## src/rtl/serial_subtractor.sv

```systemverilog
// ============================================================================
//  Module      : serial_subtractor
//  Description : Bit-serial unsigned subtractor. Computes minuend - subtrahend
//                one bit per clock, LSB first, with a single full-subtractor
//                cell and a borrow flop. Start/busy/done handshake.
//                Optional macro SERIAL_SUBTRACTOR_OVERFLOW_EN adds o_overflow
//                (signed two's-complement overflow of the subtraction).
//  Revision    : 1.0 - initial release
// ============================================================================
`default_nettype none

module serial_subtractor #(
   parameter int BITS = 4
) (
   input  logic            i_clock,
   input  logic            i_reset,
   input  logic            i_start,
   input  logic [BITS-1:0] i_minuend,
   input  logic [BITS-1:0] i_subtrahend,
   output logic [BITS-1:0] o_difference,
   output logic            o_borrow,
`ifdef SERIAL_SUBTRACTOR_OVERFLOW_EN
   output logic            o_overflow,
`endif
   output logic            o_busy,
   output logic            o_done
);

   localparam int CW = $clog2(BITS);
   localparam logic [CW-1:0] LAST_BIT = CW'(BITS - 1);

   typedef enum logic [1:0] {
      IDLE = 2'd0,
      RUN  = 2'd1,
      DONE = 2'd2
   } state_t;

   state_t          state;
   logic [BITS-1:0] minuend_sr;
   logic [BITS-1:0] subtrahend_sr;
   logic [BITS-1:0] result_sr;
   logic            borrow_q;
   logic [CW-1:0]   bit_count;

   logic            bit_a;
   logic            bit_b;
   logic            bit_d;
   logic            bit_bout;
   logic [BITS-1:0] result_next;

   // Full-subtractor cell on the current LSB of the operand shift registers
   assign bit_a       = minuend_sr[0];
   assign bit_b       = subtrahend_sr[0];
   assign bit_d       = bit_a ^ bit_b ^ borrow_q;
   assign bit_bout    = (~bit_a & bit_b) | (~(bit_a ^ bit_b) & borrow_q);
   // Difference bits enter at the MSB so that after BITS shifts they sit LSB-aligned
   assign result_next = {bit_d, result_sr[BITS-1:1]};

   assign o_busy = (state == RUN);
   assign o_done = (state == DONE);

   // Handshake FSM, serial datapath and registered result outputs
   always_ff @(posedge i_clock) begin
      if (i_reset) begin
         state         <= IDLE;
         minuend_sr    <= '0;
         subtrahend_sr <= '0;
         result_sr     <= '0;
         borrow_q      <= 1'b0;
         bit_count     <= '0;
         o_difference  <= '0;
         o_borrow      <= 1'b0;
`ifdef SERIAL_SUBTRACTOR_OVERFLOW_EN
         o_overflow    <= 1'b0;
`endif
      end else begin
         case (state)
            IDLE, DONE: begin
               // DONE accepts a new request exactly like IDLE for back-to-back issue
               if (i_start) begin
                  minuend_sr    <= i_minuend;
                  subtrahend_sr <= i_subtrahend;
                  result_sr     <= '0;
                  borrow_q      <= 1'b0;
                  bit_count     <= '0;
                  state         <= RUN;
               end else begin
                  state         <= IDLE;
               end
            end
            RUN: begin
               minuend_sr    <= minuend_sr >> 1;
               subtrahend_sr <= subtrahend_sr >> 1;
               result_sr     <= result_next;
               borrow_q      <= bit_bout;
               bit_count     <= bit_count + CW'(1);
               if (bit_count == LAST_BIT) begin
                  // On the last bit the operand LSBs are the original MSBs
                  o_difference <= result_next;
                  o_borrow     <= bit_bout;
`ifdef SERIAL_SUBTRACTOR_OVERFLOW_EN
                  o_overflow   <= (bit_a != bit_b) && (bit_d != bit_a);
`endif
                  state        <= DONE;
               end
            end
            default: begin
               state <= IDLE;
            end
         endcase
      end
   end

endmodule

`default_nettype wire

```

## config.mk

```make
export PLATFORM = sky130hd
export DESIGN_NAME = serial_subtractor
export DESIGN_NICKNAME = d
export VERILOG_FILES = /design/src/rtl/serial_subtractor.sv
export SDC_FILE = /design/constraint.sdc
export NUM_CORES = 1
export LEC_CHECK = 0
export CORE_MARGIN = 1.5
export CORE_UTILIZATION = 48
export DETAILED_ROUTE_END_ITERATION = 10
export HOLD_SLACK_MARGIN = 0.12
export PLACE_DENSITY = 0.87
export SYNTH_ARGS = -nofsm -noshare
export SYNTH_HDL_FRONTEND = slang
export SYNTH_SLANG_ARGS = --single-unit
```

## constraint.sdc

```tcl
create_clock -name i_clock -period 1.2 [get_ports i_clock]
set_input_delay 0.18 -clock i_clock [delete_from_list [all_inputs] [get_ports i_clock]]
set_output_delay 0.18 -clock i_clock [all_outputs]
set_load 0.01 [all_outputs]
```

== Word level (Yosys, flattened, before mapping) ==
Index checks and enable logic that the tools add are counted.

* Flip-flop bits (word level): 22
* Word-level logic and storage cells: 39
* Input port bits: 11

* Multiplexer cells: 13
* Equality and inequality tests: 5
* $add $sub $neg: 1
* Bitwise operators: 7
* Reductions and logical operators: 5

{| class="wikitable"
|+ Operators by type and width
! kind !! number
|-
| $pmux 4 s2 || 3
|-
| $mux 4 || 3
|-
| $pmux 2 s2 || 2
|-
| $eq 2x2->1 const B || 2
|-
| $mux 2 || 2
|-
| $reduce_and 2->1 || 2
|-
| $add 2x1->2 const B || 1
|-
| $and 1x1->1 || 2
|-
| $eq 2x1->1 const B || 1
|-
| $logic_not 2->1 || 1
|-
| $mux 1 || 2
|-
| $ne 2x1->1 const B || 1
|-
| $ne 2x2->1 const B || 1
|-
| $not 1->1 || 2
|-
| $pmux 1 s2 || 1
|-
| $reduce_bool 2->1 || 1
|-
| $reduce_or 2->1 || 1
|-
| $xor 1x1->1 || 2
|-
| $or 1x1->1 || 1
|}

== Depth between registers and ports, before layout ==
Gate-level depths: netlist (run 1).

* Depth after elaboration: 5
* Mapped depth: 5
* Mapped depth without buffers: 4

== Worst setup path before layout (run 1) ==
OpenSTA, ideal clock, no wires.

* Path kind: reg-to-reg
* From: reg bit_count[0]
* To: reg o_difference[0]
* Arrival: 0.988 ns
* Buffers on the path: 1
* Slack: 0.080 ns
* Required time: 1.068 ns
* Stages on the path, launching flop included: 6
* Path through: dfxtp_1 ha_1 clkbuf_1 nand3b_1 nand2_1 a21oi_1

* Longest elaborated chain between the ends: 2

{| class="wikitable"
|+ RTL lines
! item !! line !! text
|-
| start: declaration || 43 || <nowiki>logic [CW-1:0] bit_count;</nowiki>
|-
| start signal: assignment || 96 || <nowiki>bit_count <= bit_count + CW'(1);</nowiki>
|-
| $eq 2x2->1 || 97 || <nowiki>if (bit_count == LAST_BIT) begin</nowiki>
|-
| $reduce_and 2->1 (no source line) || - ||
|-
| end signal: assignment || 99 || <nowiki>o_difference <= result_next;</nowiki>
|-
| end: declaration || 20 || <nowiki>output logic [BITS-1:0] o_difference,</nowiki>
|}

Every way passes these cells.
A chain may end at the register's enable or synchronous reset.

== Final worst setup path (run 1) ==
* From: reg state[0]
* To: reg minuend_sr[0]

* Longest elaborated chain between the ends: 4
* Elaborated cells between the ends (all ways): 8
* Those cells by class: eq/ne: 3; mux: 1; reduce/logical: 4

{| class="wikitable"
|+ RTL lines
! item !! line !! text
|-
| start: declaration || 38 || <nowiki>state_t state;</nowiki>
|-
| start signal: assignment || 65 || <nowiki>state <= IDLE;</nowiki>
|-
| start signal: assignment || 86 || <nowiki>state <= RUN;</nowiki>
|-
| start signal: assignment || 88 || <nowiki>state <= IDLE;</nowiki>
|-
| $eq 2x2->1 or $logic_not 2->1 (tied branches) || 77 || <nowiki>case (state)</nowiki>
|-
| $reduce_or 2->1 || 77 ||
|-
| $ne 2x2->1 (no source line) or $reduce_bool 2->1 (tied branches) || - ||
|-
| $reduce_and 2->1 (no source line) || - ||
|-
| end signal: assignment || 81 || <nowiki>minuend_sr <= i_minuend;</nowiki>
|-
| end signal: assignment || 92 || <nowiki>minuend_sr <= minuend_sr >> 1;</nowiki>
|-
| end: declaration || 39 || <nowiki>logic [BITS-1:0] minuend_sr;</nowiki>
|}

Parallel ways exist; a longest one is shown, timed or not.

==> metrics.csv, run 1 <==
stage,metric,value,unit
cells_and_area,net count reported at finish,137,
status,run status,"finished, violations left",
worst_setup_path,endpoint required time on the critical path,1420,ps
logic_synthesis,"post-synthesis share of cell area spent on full adders, half adders and majority gates",3.71,%
die,row count,15,
clocking,clock-pin slew on the worst setup and hold paths,120,ps
sta,hold violation count in the final report,0,
global_route,total routing usage reported by global routing,17.9,%
die,io pins,18,
die,Core Box Area,0.00173,sq mm
sta,Worst Clk Skew,1.85,ps
clocking,clock latency on the worst-skew pair,300,ps
hold_path,Min-Delay Startpoint,i_minuend[3],
place,Worst Setup Slack post-DPL,-245,ps
pwr,switching component of the power,355,uW
pwr,peak ir drop on the vdd network,0.735,mV
route,total DRC errors in the routed layout,0,
place,global placement routability congestion,0.727,
global_route,wire length of the first global-routing pass,2700,um
sta,worst rel slew slack,85.4,%
worst_setup_path,peak fanout along the critical path,8,
sta,Sum Neg Setup Slack,-0.500,ps
global_route,grt ovf,0,
cells_and_area,final cell utilization of the core,67.2,%
logic_synthesis,main combinational cell family by area after synthesis,simple AND/OR/NAND/NOR gates,
logic_synthesis,compound-cell area share of the yosys netlist,16.0,%
pwr,cell leakage power,0.443,nW
worst_setup_path,Critical Path End Type,flip-flop,
global_route,number of antenna violations at the first check in global routing,0,
cells_and_area,"leading cell types in the layout, fill and taps excluded","sky130_fd_sc_hd__nand2_1, sky130_fd_sc_hd__dfxtp_1, sky130_fd_sc_hd__nand3_1, sky130_fd_sc_hd__clkdlybuf4s50_1, sky130_fd_sc_hd__a21oi_1",
route,number of nets with antenna violations after routing,0,
sta,Worst Max-Slew Pin Slew,219,ps
route,average wire per cell in the routed design,12.0,um
worst_setup_path,Reg-to-Reg Start,state[0]$_SDFFE_PP0P_,
pwr,Pwr Density,1140,mW/mm^2
sta,total of endpoints with negative setup slack in the final report,1,
clocking,hold-fix buffers at CTS,0,
status,failing checks,negative setup slack,
die,width of the chip,45.7,um
worst_setup_path,kind of launch point of the worst setup path,flip-flop,
place,total cell area at the placement stage,0.00109,sq mm
worst_setup_path,critical path arrival,1420,ps
clocking,CTS buffer count,3,
sta,Fmax,833,MHz
clocking,clock sinks,21,
clocking,# H-tree levels,1,
pwr,logic gate share of total power,17.3,%
route,average via count per standard cell,5.31,
die,die height,45.7,um
clocking,largest buffer count on any clock path,2,
sta,worst hold slack,431,ps
place,HPWL after detailed placement,1150,um
clocking,post-CTS setup buffer count,0,
cells_and_area,combined area of the multi-input logic cells,447,sq um
global_route,pin count of the biggest net entering global routing,22,
place,IO Port Bufs,17,
logic_synthesis,Synth Net Count,117,
logic_synthesis,instance count of the mapped netlist,104,
sta,share of the cycle needed by the critical path after routing,100,%
sta,setup repair after global routing missed its margin,true,
clocking,TritonCTS clock tree,built,
worst_setup_path,worst setup path start,state[0]$_SDFFE_PP0P_,
pwr,internal power contribution,969,uW
pwr,switching fraction of total power,26.8,%
global_route,number of global-route vias before repair,681,
clocking,cell at the root of the clock tree,sky130_fd_sc_hd__clkbuf_4,
cells_and_area,"most common cell after layout, fill and taps aside",sky130_fd_sc_hd__nand2_1,
logic_synthesis,number of library cell types mapped by synthesis,20,
die,initial cell density of the core,50.7,%
sta,max-slew violation count,0,
logic_synthesis,count of state elements after synthesis,21,
logic_synthesis,Post-Synth XOR/XNOR Area,0,%
logic_synthesis,portion of netlist area occupied by mux cells,0,%
route,Final Routed Wirelength,1780,um
route,number of detailed-routing iterations run before antenna repair,4,
route,Iteration-0 DRC Markers,4,
sta,final critical delay including setup and external delays,1200,ps
hold_path,min-delay worst type,in2reg,
cells_and_area,count of antenna diodes in the layout,0,
logic_synthesis,synthesized area per cell,8.42,sq um
logic_synthesis,area share of and/or/nand/nor cells after synthesis,25.6,%
worst_setup_path,Critical Setup Path Class,reg2reg,
sta,final worst-path setup slack,-0.500,ps
cells_and_area,fraction of layout cells with a size suffix above 1,27.6,%
logic_synthesis,post-synthesis sequential area ratio,48.0,%
cells_and_area,area used by sequential logic in the layout,428,sq um
pwr,clock network power share,25.6,%
logic_synthesis,YS warnings,0,
die,area enclosed by the die boundary,0.00209,sq mm
logic_synthesis,post-synthesis instance area,876,sq um
route,total number of vias,786,
worst_setup_path,slack of the worst reg-to-reg path,-0.5,ps
flow_run,number of maximum-capacitance constraint violations,0,
cells_and_area,"final std cell area, no fill",0.00116,sq mm
cells_and_area,P&R area growth vs syn,32.4,%
cells_and_area,final-layout fill cell count,170,
pwr,Flop pwr share,57.2,%
-- synth_stat cells, drive strengths merged --
cell type / number / area (sq um)
buf: 5 / 36.3
inv: 3 / 11.3
clkbuf: 3 / 11.3
nor2: 8 / 30.0
nand3b: 1 / 7.51
nand2b: 4 / 30.0
o21a: 1 / 7.51
dfxtp: 21 / 420
ha: 1 / 12.5
and2b: 1 / 7.51
a21oi: 13 / 65.1
nor2b: 1 / 6.26
nand3: 12 / 60.1
nand2: 22 / 82.6
a311oi: 7 / 67.6
fa: 1 / 20.0
-- logic make-up (layout without fill, tap and decap cells) --
logic type	count (synthesis)	in the layout
and+or+nand+nor	49	49
AOI/OAI and AO/OA	21	21
DFF	21	21
buffers and inverters	11	30
adders and majority gates	2	2
-- timing repair --
action                     CTS  global route
gates resized for setup     18            18
pin swaps                    3             8
setup endpoints to repair   14            13
-- area by class of cell --
type,instances,share of cell area [%]
Multi-Input combinational cell,72,38.5
Sequential cell,21,36.9
Timing Repair Buffer,23,18.6
Tap cell,25,2.70
Clock buffer,3,1.94
Inverter,3,0.971
Clock inverter,1,0.432
-- path summary, 6_finish.rpt --
| path | endpoint | cells past startpoint |
|---|---|---|
| setup / recovery | minuend_sr[0]$_SDFFE_PP0P_ | 4 |
| hold / removal | minuend_sr[3]$_SDFFE_PP0P_ | 3 |
| setup reg to reg | minuend_sr[0]$_SDFFE_PP0P_ | 4 |
| hold reg to reg | o_difference[0]$_SDFFE_PP0P_ | 2 |
-- metrics by stage --
step | instances | power (mW)
detailed placement | 144 | 0.968
finish | 148 | 1.32
floorplan | 104 | 0.894
global route | 148 | 1.39
CTS | 148 | 1.30
global placement | 144 | 0.960
-- registers in the layout, summed over array words and instances (netlist names) --
| name | count |
|---|---|
| subtrahend_sr | 4 |
| o_difference | 4 |
| borrow_q | 1 |
| minuend_sr | 4 |
| result_sr | 3 |
| o_borrow | 1 |
| bit_count | 2 |
| state | 2 |
-- power groups by stage --
stage                     sequential (mW)  clock (mW)  combinational [mW]
after floorplan                     0.764           0               0.130
after global placement              0.767           0               0.193
after detailed placement            0.769           0               0.199
after CTS                           0.754       0.344               0.202
after global routing                0.762       0.384               0.249
final                               0.757       0.339               0.228
-- layer usage --
metal	up-vias	global-route usage [%]	wire, um
li1	390	-	-
met1	372	19.4	743
met2	20	32.7	942
met3	4	3.97	70
met4	0	8.00	21
met5	-	0	0
-- critical path, stage by stage (launching register included) --
cell                       delay, ps
sky130_fd_sc_hd__dfxtp_4         380
sky130_fd_sc_hd__buf_6           110
sky130_fd_sc_hd__and2b_4         300
sky130_fd_sc_hd__nand2_2          60
sky130_fd_sc_hd__a311oi_2        260
(Power assumes the default switching activity.)
==> run 2: changes to the inputs <==
--- a/config.mk
+++ b/config.mk
@@ -7,9 +7,11 @@
 export LEC_CHECK = 0
 export CORE_MARGIN = 1.5
 export CORE_UTILIZATION = 48
+export CTS_CLUSTER_DIAMETER = 40
 export DETAILED_ROUTE_END_ITERATION = 10
 export HOLD_SLACK_MARGIN = 0.12
 export PLACE_DENSITY = 0.87
+export SETUP_SLACK_MARGIN = 0.4
 export SYNTH_ARGS = -nofsm -noshare
 export SYNTH_HDL_FRONTEND = slang
 export SYNTH_SLANG_ARGS = --single-unit
==> run 2 against run 1 <==
The run now ends clean. Non-clock buffer count increased by 12. Clock power increased by 3%. Sequential share of layout area decreased by 5.0 points. Cell area rose by 18%. Utilization rose by 12 points. Critical path depth did not move. Sequential cell count unchanged. Largest cell class unchanged.
==> metrics.csv, run 2 (synthesis results as in run 1) <==
stage,metric,value,unit,change
global_route,grt ovf,0,,unchanged
route,Final Routed Wirelength,2360,um,+33%
die,row count,15,,unchanged
place,IO Port Bufs,17,,unchanged
route,Iteration-0 DRC Markers,15,,+11
hold_path,min-delay worst type,in2reg,,
worst_setup_path,Critical Setup Path Class,reg2reg,,
cells_and_area,"most common cell after layout, fill and taps aside",sky130_fd_sc_hd__nand2_1,,
global_route,number of global-route vias before repair,791,,+16%
clocking,TritonCTS clock tree,built,,
cells_and_area,"final std cell area, no fill",0.00137,sq mm,+18%
clocking,cell at the root of the clock tree,sky130_fd_sc_hd__clkbuf_4,,
cells_and_area,registers with the most flip-flops,"minuend_sr x4, o_difference x4, subtrahend_sr x4",,
sta,setup repair after global routing missed its margin,true,,
place,global placement routability congestion,0.732,,+0.78%
worst_setup_path,endpoint required time on the critical path,1450,ps,+30 ps
pwr,overall power after layout,1.42,mW,+7.1%
global_route,wire length of the first global-routing pass,3490,um,+29%
die,width of the chip,45.7,um,unchanged
route,total DRC errors in the routed layout,0,,unchanged
route,average via count per standard cell,5.45,,+2.6%
sta,total of endpoints with negative setup slack in the final report,0,,-1
cells_and_area,net count reported at finish,150,,+9.5%
sta,final critical delay including setup and external delays,1180,ps,-23.7 ps
clocking,clock latency on the worst-skew pair,310,ps,about the same
die,Core Box Area,0.00173,sq mm,unchanged
clocking,CTS buffer count,3,,unchanged
sta,hold violation count in the final report,0,,unchanged
route,average wire per cell in the routed design,14.6,um,+22%
worst_setup_path,cells along the critical path,inv_1 > fa_1 > nand3_1 > a21oi_2,,
route,number of detailed-routing iterations run before antenna repair,4,,unchanged
cells_and_area,final-layout fill cell count,113,,-34%
global_route,pin count of the biggest net entering global routing,22,,unchanged
global_route,number of antenna violations at the first check in global routing,0,,unchanged
worst_setup_path,critical path depth in cells,4,,unchanged
worst_setup_path,critical path arrival,1430,ps,about the same
die,area enclosed by the die boundary,0.00209,sq mm,unchanged
sta,Worst Max-Slew Pin Slew,255,ps,+35.8 ps
global_route,total routing usage reported by global routing,23.6,%,+5.7 points
die,io pins,18,,unchanged
cells_and_area,count of antenna diodes in the layout,0,,unchanged
worst_setup_path,delay of the slowest cell on the worst path,500,ps,+120 ps
clocking,largest buffer count on any clock path,2,,unchanged
pwr,Pwr Density,1040,mW/mm^2,-9.3%
sta,worst rel slew slack,83.0,%,-2.4 points
sta,Fmax,850,MHz,+2.0%
sta,Worst Clk Skew,1.87,ps,+0.0193 ps
status,run status,completed,,
worst_setup_path,timing endpoint of the critical path,o_difference[3]$_SDFFE_PP0P_,,
place,total cell area at the placement stage,0.00114,sq mm,+5.3%
clocking,clock-pin slew on the worst setup and hold paths,110,ps,about the same
worst_setup_path,kind of launch point of the worst setup path,flip-flop,,
cells_and_area,P&R area growth vs syn,56.3,%,
pwr,peak ir drop on the vdd network,0.954,mV,+30%
worst_setup_path,Crit path buffers/inverters,1,,unchanged
worst_setup_path,Critical Path End Type,flip-flop,,
die,die height,45.7,um,unchanged
worst_setup_path,slack of the worst reg-to-reg path,20,ps,+20 ps
sta,share of the cycle needed by the critical path after routing,98.1,%,-2.0 points
worst_setup_path,peak fanout along the critical path,2,,-6
hold_path,Min-Delay Startpoint,i_subtrahend[3],,
worst_setup_path,worst setup path start,subtrahend_sr[0]$_SDFFE_PP0P_,,
worst_setup_path,number of cells on the worst reg-to-reg path,4,,unchanged
worst_setup_path,end of the worst register-to-register path,o_difference[3]$_SDFFE_PP0P_,,
flow_run,number of maximum-capacitance constraint violations,0,,unchanged
clocking,clock sinks,21,,unchanged
die,initial cell density of the core,50.7,%,unchanged
sta,max-slew violation count,0,,unchanged
worst_setup_path,Reg-to-Reg Start,subtrahend_sr[0]$_SDFFE_PP0P_,,
route,number of nets with antenna violations after routing,0,,unchanged
worst_setup_path,kind of cell adding the most delay to the critical path,adder cells,,
cells_and_area,final standard cell count with taps included and fillers excluded,161,,+8.8%
place,Inst Count DP,146,,+1.4%
route,total number of vias,877,,+12%
pwr,cell leakage power,0.508,nW,+15%
cells_and_area,"leading cell types in the layout, fill and taps excluded","sky130_fd_sc_hd__nand2_1, sky130_fd_sc_hd__buf_4",,
clocking,# H-tree levels,1,,unchanged
cells_and_area,fraction of layout cells with a size suffix above 1,48.5,%,+21 points
place,HPWL after detailed placement,1240,um,+8.1%
worst_setup_path,standard cell with the maximum stage delay on the critical path,sky130_fd_sc_hd__fa_1,,
[run 2: cell types whose count changed in the layout (fill, tap and decap cells not counted), sizes merged]
| cell | previous run | this run |
|---|---|---|
| dlygate4sd2 | 5 | 0 |
| buf | 8 | 24 |
| clkbuf | 3 | 4 |
| clkinv | 1 | 0 |
| clkdlybuf4s15 | 0 | 1 |
| nand2b | 4 | 5 |
[run 2: layout make-up]
| class | count | area [sq um] | area share [%] |
|---|---|---|---|
| timing repair buffer | 35 | 342 | 25.0 |
| multi-input combinational | 73 | 519 | 37.9 |
| inverter | 3 | 13.8 | 1.01 |
| sequential | 21 | 437 | 31.9 |
| tap | 25 | 31.3 | 2.29 |
| clock buffer | 4 | 26.3 | 1.92 |
[run 2: repair_timing]
action / CTS / global route
gates resized for setup: 54 / 11
pin swaps: 6 / 4
setup endpoints to repair: 28 / 28
cloned: 1 / 0
setup buffers: 10 / 0
hold buffers: 0 / 0
hold endpoints to repair: 0 / 0
[run 2: worst min-delay path: cells and delay by family]
kind            cells  cell delay [ps]
buf+inv             1              390
simple gates        1               60
compound gates      1               60
[run 2: how the worst min path moves through the flow]
stage | to | depth (start not counted) | slack, ps
after floorplan | subtrahend_sr[0]$_SDFFE_PP0P_ | 1 | 250
after CTS | subtrahend_sr[3]$_SDFFE_PP0P_ | 3 | 420
after detailed placement | o_difference[3]$_SDFFE_PP0P_ | 2 | 450
after global placement | o_difference[3]$_SDFFE_PP0P_ | 2 | 440
final | subtrahend_sr[3]$_SDFFE_PP0P_ | 3 | 420
after global routing | subtrahend_sr[0]$_SDFFE_PP0P_ | 3 | 430
[run 2: per-layer routing]
metal	wire length (um)	track usage, %	vias to the layer above
li1	-	-	421
met1	933	26.3	419
met2	1260	42.8	28
met3	89	4.76	9
met4	79	10.3	0
met5	0	0	-
[run 2: power by group]
part | switching (mW) | internal, mW
clock | 0.218 | 0.130
combinational | 0.145 | 0.161
sequential | 0.0288 | 0.734
total | 0.392 | 1.03
[run 2: per-stage QoR]
step	util [%]	hold slack, ps	TNS (ps)	setup slack (ps)
detailed placement	66.3	445	-1710	-265
CTS	76.4	417	0	45.0
global route	79.3	427	-74.3	-48.7
finish	79.3	422	0	23.2
floorplan	-	252	0	112
global placement	66.3	442	-1120	-144
==> run 3: changes to the inputs <==
--- a/config.mk
+++ b/config.mk
@@ -12,6 +12,7 @@
 export HOLD_SLACK_MARGIN = 0.12
 export PLACE_DENSITY = 0.87
 export SETUP_SLACK_MARGIN = 0.4
+export SKIP_LAST_GASP = 1
 export SYNTH_ARGS = -nofsm -noshare
 export SYNTH_HDL_FRONTEND = slang
 export SYNTH_SLANG_ARGS = --single-unit
==> run 3 against run 2 <==
Utilization decreased by 2.0 points. Cell count unchanged. Power decreased by 1.4%. Clock skew increased by 4.3 ps. Critical path depth decreased by 1. Combinational power decreased by 6.5%. Wire length decreased by 4.3%. Register-to-register slack about the same. Fmax decreased by 0.61%. Sequential share of layout area increased by 0.84 points. Critical path type unchanged. Largest cell class unchanged. Highest routed layer unchanged.
==> metrics.csv, run 3 (synthesis results as in run 1) <==
stage,metric,value,unit,change
worst_setup_path,Critical Setup Path Class,reg2reg,,
cells_and_area,combined area of the multi-input logic cells,495,sq um,-4.6%
sta,Worst Max-Slew Pin Slew,258,ps,+2.47 ps
pwr,cell leakage power,0.501,nW,-1.4%
cells_and_area,area used by sequential logic in the layout,437,sq um,unchanged
sta,setup repair after global routing missed its margin,true,,
sta,final critical delay including setup and external delays,1180,ps,+7.22 ps
cells_and_area,P&R area growth vs syn,52.3,%,
sta,share of the cycle needed by the critical path after routing,98.7,%,+0.60 points
pwr,Flop pwr share,54.6,%,+0.8 points
clocking,largest buffer count on any clock path,2,,unchanged
global_route,total routing usage reported by global routing,23.6,%,unchanged
worst_setup_path,endpoint required time on the critical path,1410,ps,-40 ps
die,area enclosed by the die boundary,0.00209,sq mm,unchanged
cells_and_area,final-layout fill cell count,114,,+0.88%
route,Iteration-0 DRC Markers,15,,unchanged
worst_setup_path,kind of launch point of the worst setup path,flip-flop,,
pwr,clock network power share,24.9,%,+0.4 points
cells_and_area,net count reported at finish,150,,unchanged
pwr,switching fraction of total power,27.4,%,-0.23 points
global_route,pin count of the biggest net entering global routing,22,,unchanged
worst_setup_path,peak fanout along the critical path,8,,+6
sta,Fmax,845,MHz,-0.61%
sta,hold violation count in the final report,0,,unchanged
die,initial cell density of the core,50.7,%,unchanged
route,average via count per standard cell,5.50,,+0.91%
sta,total of endpoints with negative setup slack in the final report,0,,unchanged
clocking,clock-pin slew on the worst setup and hold paths,120,ps,about the same
hold_path,min-delay worst type,in2reg,,
place,global placement routability congestion,0.732,,unchanged
place,total cell area at the placement stage,0.00114,sq mm,unchanged
pwr,peak ir drop on the vdd network,0.963,mV,+0.88%
clocking,TritonCTS clock tree,built,,
die,io pins,18,,unchanged
route,average wire per cell in the routed design,14.0,um,-4.3%
global_route,number of global-route vias before repair,791,,unchanged
route,number of detailed-routing iterations run before antenna repair,4,,unchanged
clocking,# H-tree levels,1,,unchanged
pwr,overall power after layout,1.40,mW,-1.4%
die,die height,45.7,um,unchanged
route,total number of vias,885,,+0.91%
pwr,switching component of the power,383,uW,-2.2%
cells_and_area,"leading cell types in the layout, fill and taps excluded","sky130_fd_sc_hd__nand2_1, sky130_fd_sc_hd__buf_4, sky130_fd_sc_hd__dfxtp_2, sky130_fd_sc_hd__clkdlybuf4s50_1, sky130_fd_sc_hd__dfxtp_1",,
cells_and_area,"most common cell after layout, fill and taps aside",sky130_fd_sc_hd__nand2_1,,
worst_setup_path,critical path arrival,1390,ps,-40 ps
die,width of the chip,45.7,um,unchanged
global_route,grt ovf,0,,unchanged
clocking,clock sinks,21,,unchanged
cells_and_area,registers with the most flip-flops,"minuend_sr x4, o_difference x4, subtrahend_sr x4",,
status,run status,completed,,
global_route,wire length of the first global-routing pass,3490,um,unchanged
sta,max-slew violation count,0,,unchanged
pwr,Pwr Density,1050,mW/mm^2,+1.2%
cells_and_area,fraction of layout cells with a size suffix above 1,44.9,%,-3.7 points
worst_setup_path,Critical Path End Type,flip-flop,,
pwr,internal power contribution,1.01,mW,-1.1%
sta,worst rel slew slack,82.8,%,-0.16 points
die,row count,15,,unchanged
die,Core Box Area,0.00173,sq mm,unchanged
route,total DRC errors in the routed layout,0,,unchanged
flow_run,number of maximum-capacitance constraint violations,0,,unchanged
clocking,CTS buffer count,3,,unchanged
cells_and_area,"final std cell area, no fill",0.00133,sq mm,-2.6%
place,HPWL after detailed placement,1240,um,unchanged
clocking,clock latency on the worst-skew pair,310,ps,about the same
cells_and_area,count of antenna diodes in the layout,0,,unchanged
clocking,cell at the root of the clock tree,sky130_fd_sc_hd__clkbuf_4,,
place,IO Port Bufs,17,,unchanged
sta,Worst Clk Skew,6.15,ps,+4.29 ps
route,Final Routed Wirelength,2260,um,-4.3%
route,number of nets with antenna violations after routing,0,,unchanged
pwr,logic gate share of total power,20.5,%,-1.1 points
global_route,number of antenna violations at the first check in global routing,0,,unchanged
[run 3: cell count changes in the layout (fill, tap and decap cells not counted)]
cell                       change
sky130_fd_sc_hd__buf_4         +3
sky130_fd_sc_hd__buf_6         -3
sky130_fd_sc_hd__nand3_1       +2
sky130_fd_sc_hd__nand3_2       -2
sky130_fd_sc_hd__a21oi_1       +1
sky130_fd_sc_hd__a21oi_2       -1
sky130_fd_sc_hd__nand2_1       +1
sky130_fd_sc_hd__nand2_2       -1
sky130_fd_sc_hd__nand2b_1      +1
sky130_fd_sc_hd__nand2b_4      -1
[run 3: power by group through the flow]
stage               Combinational [mW]  Sequential, mW  Clock [mW]
detailed placement               0.220           0.776           0
finish                           0.287           0.763       0.348
global route                     0.310           0.766       0.385
floorplan                        0.155           0.770           0
global placement                 0.210           0.774           0
CTS                              0.274           0.761       0.351
[run 3: layer usage]
layer  vias up  global-route usage (%)  routed length (um)
met3         9                    4.76                  98
met1       427                    26.3                 863
met2        30                    42.8                1210
li1        419                       -                   -
met4         0                    10.3                  79
met5         -                       0                   0
[run 3: per-stage QoR]
stage / std cells / setup TNS (ps) / util (%) / hold WS [ps] / worst slack [ps]
floorplan: 104 / 0 / - / 252 / 112
global placement: 146 / -1120 / 66.3 / 442 / -144
detailed placement: 146 / -1710 / 66.3 / 445 / -265
CTS: 161 / 0 / 76.4 / 417 / 45.0
global route: 161 / -29.4 / 77.2 / 427 / -13.8
finish: 161 / 0 / 77.2 / 419 / 16.0
[run 3: critical path: stages (launching register included)]
cell	delay [ps]
sky130_fd_sc_hd__dfxtp_4	390
sky130_fd_sc_hd__and2b_4	310
sky130_fd_sc_hd__nand2_2	80
sky130_fd_sc_hd__a311oi_2	290
[run 3: cell type report]
cell class	count	area share [%]
inverters	3	1.03
flip-flops and latches	21	32.7
multi-input cells	73	37.1
clock buffers	4	1.97
well taps	25	2.35
repair buffers	35	24.8
[run 3: worst paths after layout]
check	startpoint	end	slack [ps]	cells past startpoint
worst min-delay path	i_subtrahend[3]	subtrahend_sr[3]$_SDFFE_PP0P_	420	3
worst max-delay path	state[0]$_SDFFE_PP0P_	minuend_sr[1]$_SDFFE_PP0P_	20	3
worst min register to register	minuend_sr[3]$_SDFFE_PP0P_	minuend_sr[3]$_SDFFE_PP0P_	470	2
worst max register to register	state[0]$_SDFFE_PP0P_	minuend_sr[1]$_SDFFE_PP0P_	20	3
[run 3: repair_timing]
item,in CTS,in global routing
resized for setup,54,3
endpoints found under the setup margin,28,28
gates cloned,1,0
buffers inserted,10,0
pin swaps,6,4
hold buffers,0,0
